`src/rtl/dvp_pattern_tx.sv`:
```
// dvp_pattern_tx: synthetic DVP (vsync/href/RGB565 byte) camera source with test patterns.
// Optional DVP_TX_LINE_TAG_EN replaces pixel 0 of each active line with {frame_cnt, y}.
module dvp_pattern_tx #(
  parameter int H_ACTIVE    = 640,
  parameter int V_ACTIVE    = 480,
  parameter int H_BLANK     = 160,
  parameter int VSYNC_LINES = 4,
  parameter int V_BP        = 16,
  parameter int V_FP        = 8
) (
  input  logic       sys_clk,
  input  logic       sys_rst,
  input  logic       tx_en,
  input  logic [1:0] pattern_sel,
  output logic       dvp_vsync,
  output logic       dvp_href,
  output logic [7:0] dvp_data,
  output logic [7:0] frame_cnt,
  output logic       frame_done
);
  localparam int LP = 2 * H_ACTIVE + H_BLANK;
  localparam int HW = $clog2(LP);
  localparam int M1 = VSYNC_LINES > V_BP ? VSYNC_LINES : V_BP;
  localparam int M2 = V_ACTIVE > V_FP ? V_ACTIVE : V_FP;
  localparam int LW = $clog2((M1 > M2 ? M1 : M2) + 1);
  localparam logic [127:0] BARS = {16'h0000, 16'h001F, 16'hF800, 16'hF81F,
                                   16'h07E0, 16'h07FF, 16'hFFE0, 16'hFFFF};
  typedef enum logic [2:0] {IDLE, VSYNC, VBP, ACTIVE, VFP} state_t;
  state_t state, state_nxt;
  logic [HW-1:0] hcnt;
  logic [LW-1:0] lcnt, last_line;
  logic [1:0] sel;
  logic line_end, state_end, href_d, done_d, y3;
  logic [15:0] x, pix, pix_t;
  logic [2:0] bar;
  logic [7:0] data_d;
  assign line_end = hcnt == HW'(LP - 1);
  always_comb begin
    last_line = state == VSYNC ? LW'(VSYNC_LINES - 1) :
                state == VBP ? LW'(V_BP - 1) :
                state == ACTIVE ? LW'(V_ACTIVE - 1) : LW'(V_FP - 1);
    state_end = state != IDLE && line_end && lcnt == last_line;
  end
  always_ff @(posedge sys_clk)
    state <= sys_rst ? IDLE : state_nxt;
  always_comb begin
    state_nxt = state;
    case (state)
      IDLE:    state_nxt = tx_en ? VSYNC : IDLE;
      VSYNC:   state_nxt = state_end ? VBP : VSYNC;
      VBP:     state_nxt = state_end ? ACTIVE : VBP;
      ACTIVE:  state_nxt = state_end ? VFP : ACTIVE;
      VFP:     state_nxt = state_end ? (tx_en ? VSYNC : IDLE) : VFP;
      default: state_nxt = IDLE;
    endcase
  end
  always_ff @(posedge sys_clk) begin
    if (sys_rst || state == IDLE) begin
      hcnt <= '0;
      lcnt <= '0;
    end else begin
      hcnt <= line_end ? '0 : hcnt + HW'(1);
      lcnt <= state_end ? '0 : line_end ? lcnt + LW'(1) : lcnt;
    end
  end
  // pattern is sampled only at frame starts so mid-frame changes are ignored
  always_ff @(posedge sys_clk) begin
    if (sys_rst)
      sel <= '0;
    else if (tx_en && (state == IDLE || (state == VFP && state_end)))
      sel <= pattern_sel;
  end
  always_comb begin
    x = 16'(hcnt >> 1);
    y3 = |(lcnt & LW'(8));
    bar = 3'(x / 16'(H_ACTIVE / 8));
    pix = sel == 2'd0 ? BARS[{bar, 4'b0} +: 16] :
          sel == 2'd1 ? x :
          sel == 2'd2 ? {frame_cnt, frame_cnt} : {16{x[3] ^ y3}};
`ifdef DVP_TX_LINE_TAG_EN
    pix_t = x == 16'd0 ? {frame_cnt, 8'(lcnt)} : pix;
`else
    pix_t = pix;
`endif
    href_d = state == ACTIVE && hcnt < HW'(2 * H_ACTIVE);
    data_d = href_d ? (hcnt[0] ? pix_t[7:0] : pix_t[15:8]) : 8'h00;
    done_d = state == VFP && state_end;
  end
  always_ff @(posedge sys_clk) begin
    if (sys_rst) begin
      dvp_vsync  <= 1'b0;
      dvp_href   <= 1'b0;
      dvp_data   <= 8'h00;
      frame_cnt  <= 8'h00;
      frame_done <= 1'b0;
    end else begin
      dvp_vsync  <= state == VSYNC;
      dvp_href   <= href_d;
      dvp_data   <= data_d;
      frame_cnt  <= frame_cnt + {7'd0, done_d};
      frame_done <= done_d;
    end
  end
endmodule
```
`config.mk`:
```
export PLATFORM = sky130hd
export DESIGN_NAME = dvp_pattern_tx
export DESIGN_NICKNAME = d
export VERILOG_FILES = /design/src/rtl/dvp_pattern_tx.sv
export SDC_FILE = /design/constraint.sdc
export NUM_CORES = 1
export LEC_CHECK = 0
export CORE_MARGIN = 2
export CORE_UTILIZATION = 35
export CTS_BUF_LIST = sky130_fd_sc_hd__clkbuf_2 sky130_fd_sc_hd__clkbuf_4 sky130_fd_sc_hd__clkbuf_8
export DETAILED_ROUTE_END_ITERATION = 6
export HOLD_SLACK_MARGIN = 0.15
export PLACE_DENSITY_LB_ADDON = 0.05
export SLEW_MARGIN = 25
export SYNTH_ARGS = -nofsm -noshare
export SYNTH_HDL_FRONTEND = slang
export SYNTH_SLANG_ARGS = --single-unit
```
`constraint.sdc`:
```
create_clock -name sys_clk -period 2 [get_ports sys_clk]
set_input_delay 0.4 -clock sys_clk [delete_from_list [all_inputs] [get_ports sys_clk]]
set_output_delay 0.4 -clock sys_clk [all_outputs]
set_load 0.005 [all_outputs]
```
Word-level counts from Yosys, hierarchy flattened
Cells that the tools add are included.
- register bits: 44
- bits of input ports: 5
- output and inout bits: 19
- word-level logic and storage cells: 51
- add/subtract/negate cells: 3
- divide/modulo/power cells: 1
- order comparisons: 1
- equality and inequality tests: 8
- shift operators: 1
- multiplexer cells: 13
- bitwise logic cells: 2
- reductions and logical operators: 13
- operator list (cell ; count):
    $shiftx A128 B8 Y16 const A ; 1
    $mux W16 ; 3
    $mux W9 ; 3
    $div A10 B7 Y16 const B ; 1
    $pmux W3 S5 ; 1
    $add A11 B1 Y11 const B ; 1
    $eq A11 B11 Y1 const B ; 1
    $lt A11 B11 Y1 const B ; 1
    $add A9 B1 Y9 const B ; 1
    $eq A9 B9 Y1 ; 1
    $add A8 B1 Y8 ; 1
    $mux W8 ; 1
    $eq A3 B2 Y1 const B ; 2
    $mux W3 ; 2
    $reduce_or A2 Y1 ; 3
    $logic_and A1 B1 Y1 ; 5
    $eq A3 B1 Y1 const B ; 1
    $eq A3 B3 Y1 const B ; 1
    $logic_not A3 Y1 ; 1
    $reduce_bool A3 Y1 ; 1
    $eq A2 B1 Y1 const B ; 1
    $eq A2 B2 Y1 const B ; 1
    $logic_not A2 Y1 ; 1
    $logic_or A1 B1 Y1 ; 2
    other kinds (4) ; 5

Longest topological paths before layout
- word-level depth: 9
- depth in mapped cells: 12

Worst setup path after synthesis
Ideal clock, no wire load.
- path kind: register to register
- start: reg hcnt[1]
- end: reg frame_cnt[5]
- data arrival time: 1999 ps
- data required time: 1872 ps
- slack: -126 ps
- cell stages (with the launch flop): 13
- cell sequence: dfxtp_1 -> ha_1 -> and4_1 -> buf_4 -> and3_1 -> nand4_2 -> nand2b_1 -> nor2_1 -> ha_1 -> and3_1 -> nand3_1 -> xor2_1 -> nor2_1
- cells in the longest elaborated chain, start to end: 5
- RTL lines (item ; line ; text):
    start: declaration ; 30 ; logic [HW-1:0] hcnt;
    start signal: assignment ; 62 ; hcnt <= line_end ? '0 : hcnt + HW'(1);
    $eq A11 B11 Y1 ; 37 ; assign line_end = hcnt == HW'(LP - 1);
    $logic_and A1 B1 Y1 (2 in a row) ; 42 ; state_end = state != IDLE && line_end && lcnt == last_line;
    $logic_and A1 B1 Y1 ; 87 ; done_d = state == VFP && state_end;
    named net done_d ; 33 ; logic line_end, state_end, href_d, done_d, y3;
    $add A8 B1 Y8 ; 100 ; frame_cnt <= frame_cnt + {7'd0, done_d};
    end signal: assignment ; 100 ;
    end: declaration ; 18 ; output logic [7:0] frame_cnt,
The timed path passes the listed nets, and every way through them passes these cells.
A chain may end at the register's enable or synchronous reset.

Final worst setup path
Same ends and word-level chain as after synthesis.

==> results.cfg <==
[run_status]
status = completed

[floorplan]
die_w_microns = 87.7
dieHeight_microns = 87.7
core_sq_um = 6790
rows = 30
start_util = 0.361
io_pins = 24
fp.dieArea_sq_um = 7690

[timing]
holdWs_ns = 0.562
finalHoldViolCount = 0
fmax_mhz = 510
tns_ns = 0
slew_viol_final = 0
slew-limit-headroom = 0.675
rsz0062_at_grt = true
fin_crit_sh = 0.981
period_needed_ns = 1.96
fin_worst_skew_ns = 0.0147
setup_viol = 0
tightest_slew_ns = 0.482

[pwr]
p_comb_frac = 0.089
power_w = 0.00185
p_int_w = 0.00145
p_clk_frac = 0.428
p_sw_frac = 0.214
p_switching_w = 0.000395
p_leak_nw = 1.20
ir_worst_vdd_v = 0.000280
powerDensity_nw_per_um2 = 562
seqPwrFrac = 0.483

[routing]
post-route-drc-count = 0
post_drt_wl_per_cell_microns = 13.5
vias_per_cell = 4.90
wl_microns = 5970
num_vias = 2175
drt_pass1_iterations = 4
ant_nets = 0
drtIter0Drc = 81

[yosys]
synth_edf_count = 0
ys_types = 59
synth_fp_nets = 302
synth_top_area_frac = 0.359
synthArstFlopShare = 0
synthFlopType = dfxtp_1
netlist_instances = 293
synth_seq_cells = 44
synth_area_per_cell_sq_um = 8.37
synth_area_leaders = dfxtp_1, nor2_1, xor2_1, nand2_1, mux2i_1
synth_area_sq_um = 2450
ys_warn_count = 0
synth_top_area_cell = dfxtp_1
synth-seq-area-share = 0.359

[global_routing]
grt_overflow = 0
grt_pass1_vias = 2113
grt_pass1_wl_microns = 10200
grt_antenna_before_repair = 0
global_route.usage.met1 = 0.248
globalRouteMet3Util = 0.0358
grt_usage = 0.169
grt_max_degree = 20
grt_busiest_layer = met1
grt_util_met2 = 0.246

[finish]
seq_area_sq_um = 888
stdcell_area_sq_um = 3290
drive_gt1_frac = 0.233
syn_to_final_growth_pct = 34.1
multiInputGateArea_sq_um = 1580
final_cells = 444
num-nets-final = 357
insertedDiodeCount = 0
nFillCells = 681

[clock_tree]
clockBufferDepth = 2
cts_tree = yes
cts_buffers = 5
path_clk_slew_ns = 0.09
htreeDepth = 2
cts.sinks = 44
root_buffer = clkbuf_8
clkLatencyLatePin_ns = 0.30

[placed_design]
gp_congestion = 0.807
dp.final_hpwl_microns = 4460
place_area_sq_um = 3030
portBuffers = 23
post-place-cells = 433

[worst_setup_path]
crit_chain = ha_4 > and4_1 > and3_4 > nand4_4 > nand2b_4 > nor2_4 > ha_4 > and3_4 > nand3_2 > xor2_1 > nor2_1
crit_start = hcnt[1]
cp.arrival_ns = 2.16
max_stage_delay_ns = 0.36
critPathSlowestCell = dfxtp_2
worstSetupEndpointType = flip-flop
cp.required_ns = 2.19
critPathLaunchType = flip-flop
crit_type = reg2reg
r2r_start = hcnt[1]
crit_fanout = 3

[worst_hold_path]
hp-start = frame_cnt[7]
worst_hold_path_type = reg2reg

[flow_run]
cap_violations = 0
critical path: cells and delay by family (launching register included):
family / cells / cell delay, ns
AND/OR/NAND/NOR: 8 / 1.09
adder cells (fa/ha/maj): 2 / 0.28
XOR/XNOR: 1 / 0.15
flip-flops: 1 / 0.36
cells in the final DEF (no fill, tap or decap), drive strengths merged, types with 4 or more instances in the layout:
master,instances
xor2,17
dfxtp,44
o21ai,8
o21a,5
nand2,20
nand4,12
nor3b,4
clkbuf,5
nor2,49
nor2b,8
inv,6
and3,6
xnor2,7
nand3,12
nor3,6
buf,42
clkdlybuf4s50,23
nand2b,10
mux2i,7
ha,4
a21oi,10
kinds of logic (layout without fill, tap and decap cells):
| kind of cell | after synthesis | count (layout) | share of synthesized area |
|---|---|---|---|
| flip-flops | 44 | 44 | 0.359 |
| adder cells (fa/ha/maj) | 6 | 6 | 0.0286 |
| multiplexers | 7 | 7 | 0.0286 |
| AND/OR/NAND/NOR | 140 | 140 | 0.299 |
| AO/OA/AOI/OAI | 49 | 49 | 0.152 |
| buffers and inverters | 23 | 78 | 0.0469 |
| XOR/XNOR | 24 | 24 | 0.0857 |
cells in the mapped netlist (2+ instances only):
cell type	n
ha_1	4
a2111oi_1	2
or2_1	2
inv_1	5
nand3b_1	3
nand2_1	20
nand4_1	10
a22o_1	2
nor2b_1	7
xnor2_1	7
buf_4	3
a211oi_1	2
a31oi_1	2
maj3_1	2
buf_2	8
clkbuf_1	5
o21a_1	5
o31a_1	2
o21ai_1	2
mux2i_1	7
and2_1	2
a22oi_1	2
nand2b_1	10
o31ai_1	2
dfxtp_1	44
nand3_1	12
o21ai_0	4
nor3b_1	3
nor3_1	6
nor2_1	49
a21oi_1	9
xor2_1	17
a21boi_0	2
and3_1	6
sequential cells by signal (all words and copies together) (netlist names):
name        cells
dvp_vsync       1
sel             2
dvp_href        1
state           3
hcnt           11
frame_done      1
frame_cnt       8
dvp_data        8
lcnt            9
stage by stage:
stage                     setup slack, ns   util
after global routing               -0.111  0.484
final                              0.0383  0.484
after global placement            -0.0695  0.445
after detailed placement           -0.109  0.445
after floorplan                   -0.0596      -
after CTS                         0.00318  0.472
path summary, 6_finish.rpt:
path	cells past startpoint	slack, ns	end
max	11	0.04	frame_cnt[5]
min	2	0.56	frame_cnt[7]
max reg2reg	11	0.04	frame_cnt[5]
min reg2reg	2	0.56	frame_cnt[7]
power groups by stage:
stage               sequential, W  combinational, W  clock (W)
finish                   0.000892          0.000165   0.000791
CTS                      0.000892          0.000160   0.000826
floorplan                0.000913          0.000104          0
detailed placement       0.000912          0.000157          0
global placement         0.000912          0.000159          0
global route             0.000894          0.000186   0.000863
layer usage:
layer / wire length [microns] / up-vias
met2: 2600 / 32
li1: - / 1127
met5: 0 / -
met4: 80 / 0
met1: 3120 / 1010
met3: 171 / 6
final cells by class:
type,instances,area share
clock buffers,5,0.0209
clock inverters,2,0.0183
inverters,6,0.00685
multi-input cells,226,0.479
flip-flops and latches,44,0.270
well taps,96,0.0365
repair buffers,65,0.168
repair_timing:
action,in CTS,in global routing
gates cloned,0,0
setup buffers,3,1
setup endpoints to repair,5,13
pin swaps,4,2
gates resized for setup,7,16
hold buffers,0,0
No activity file was read; power rests on OpenSTA's default activity.
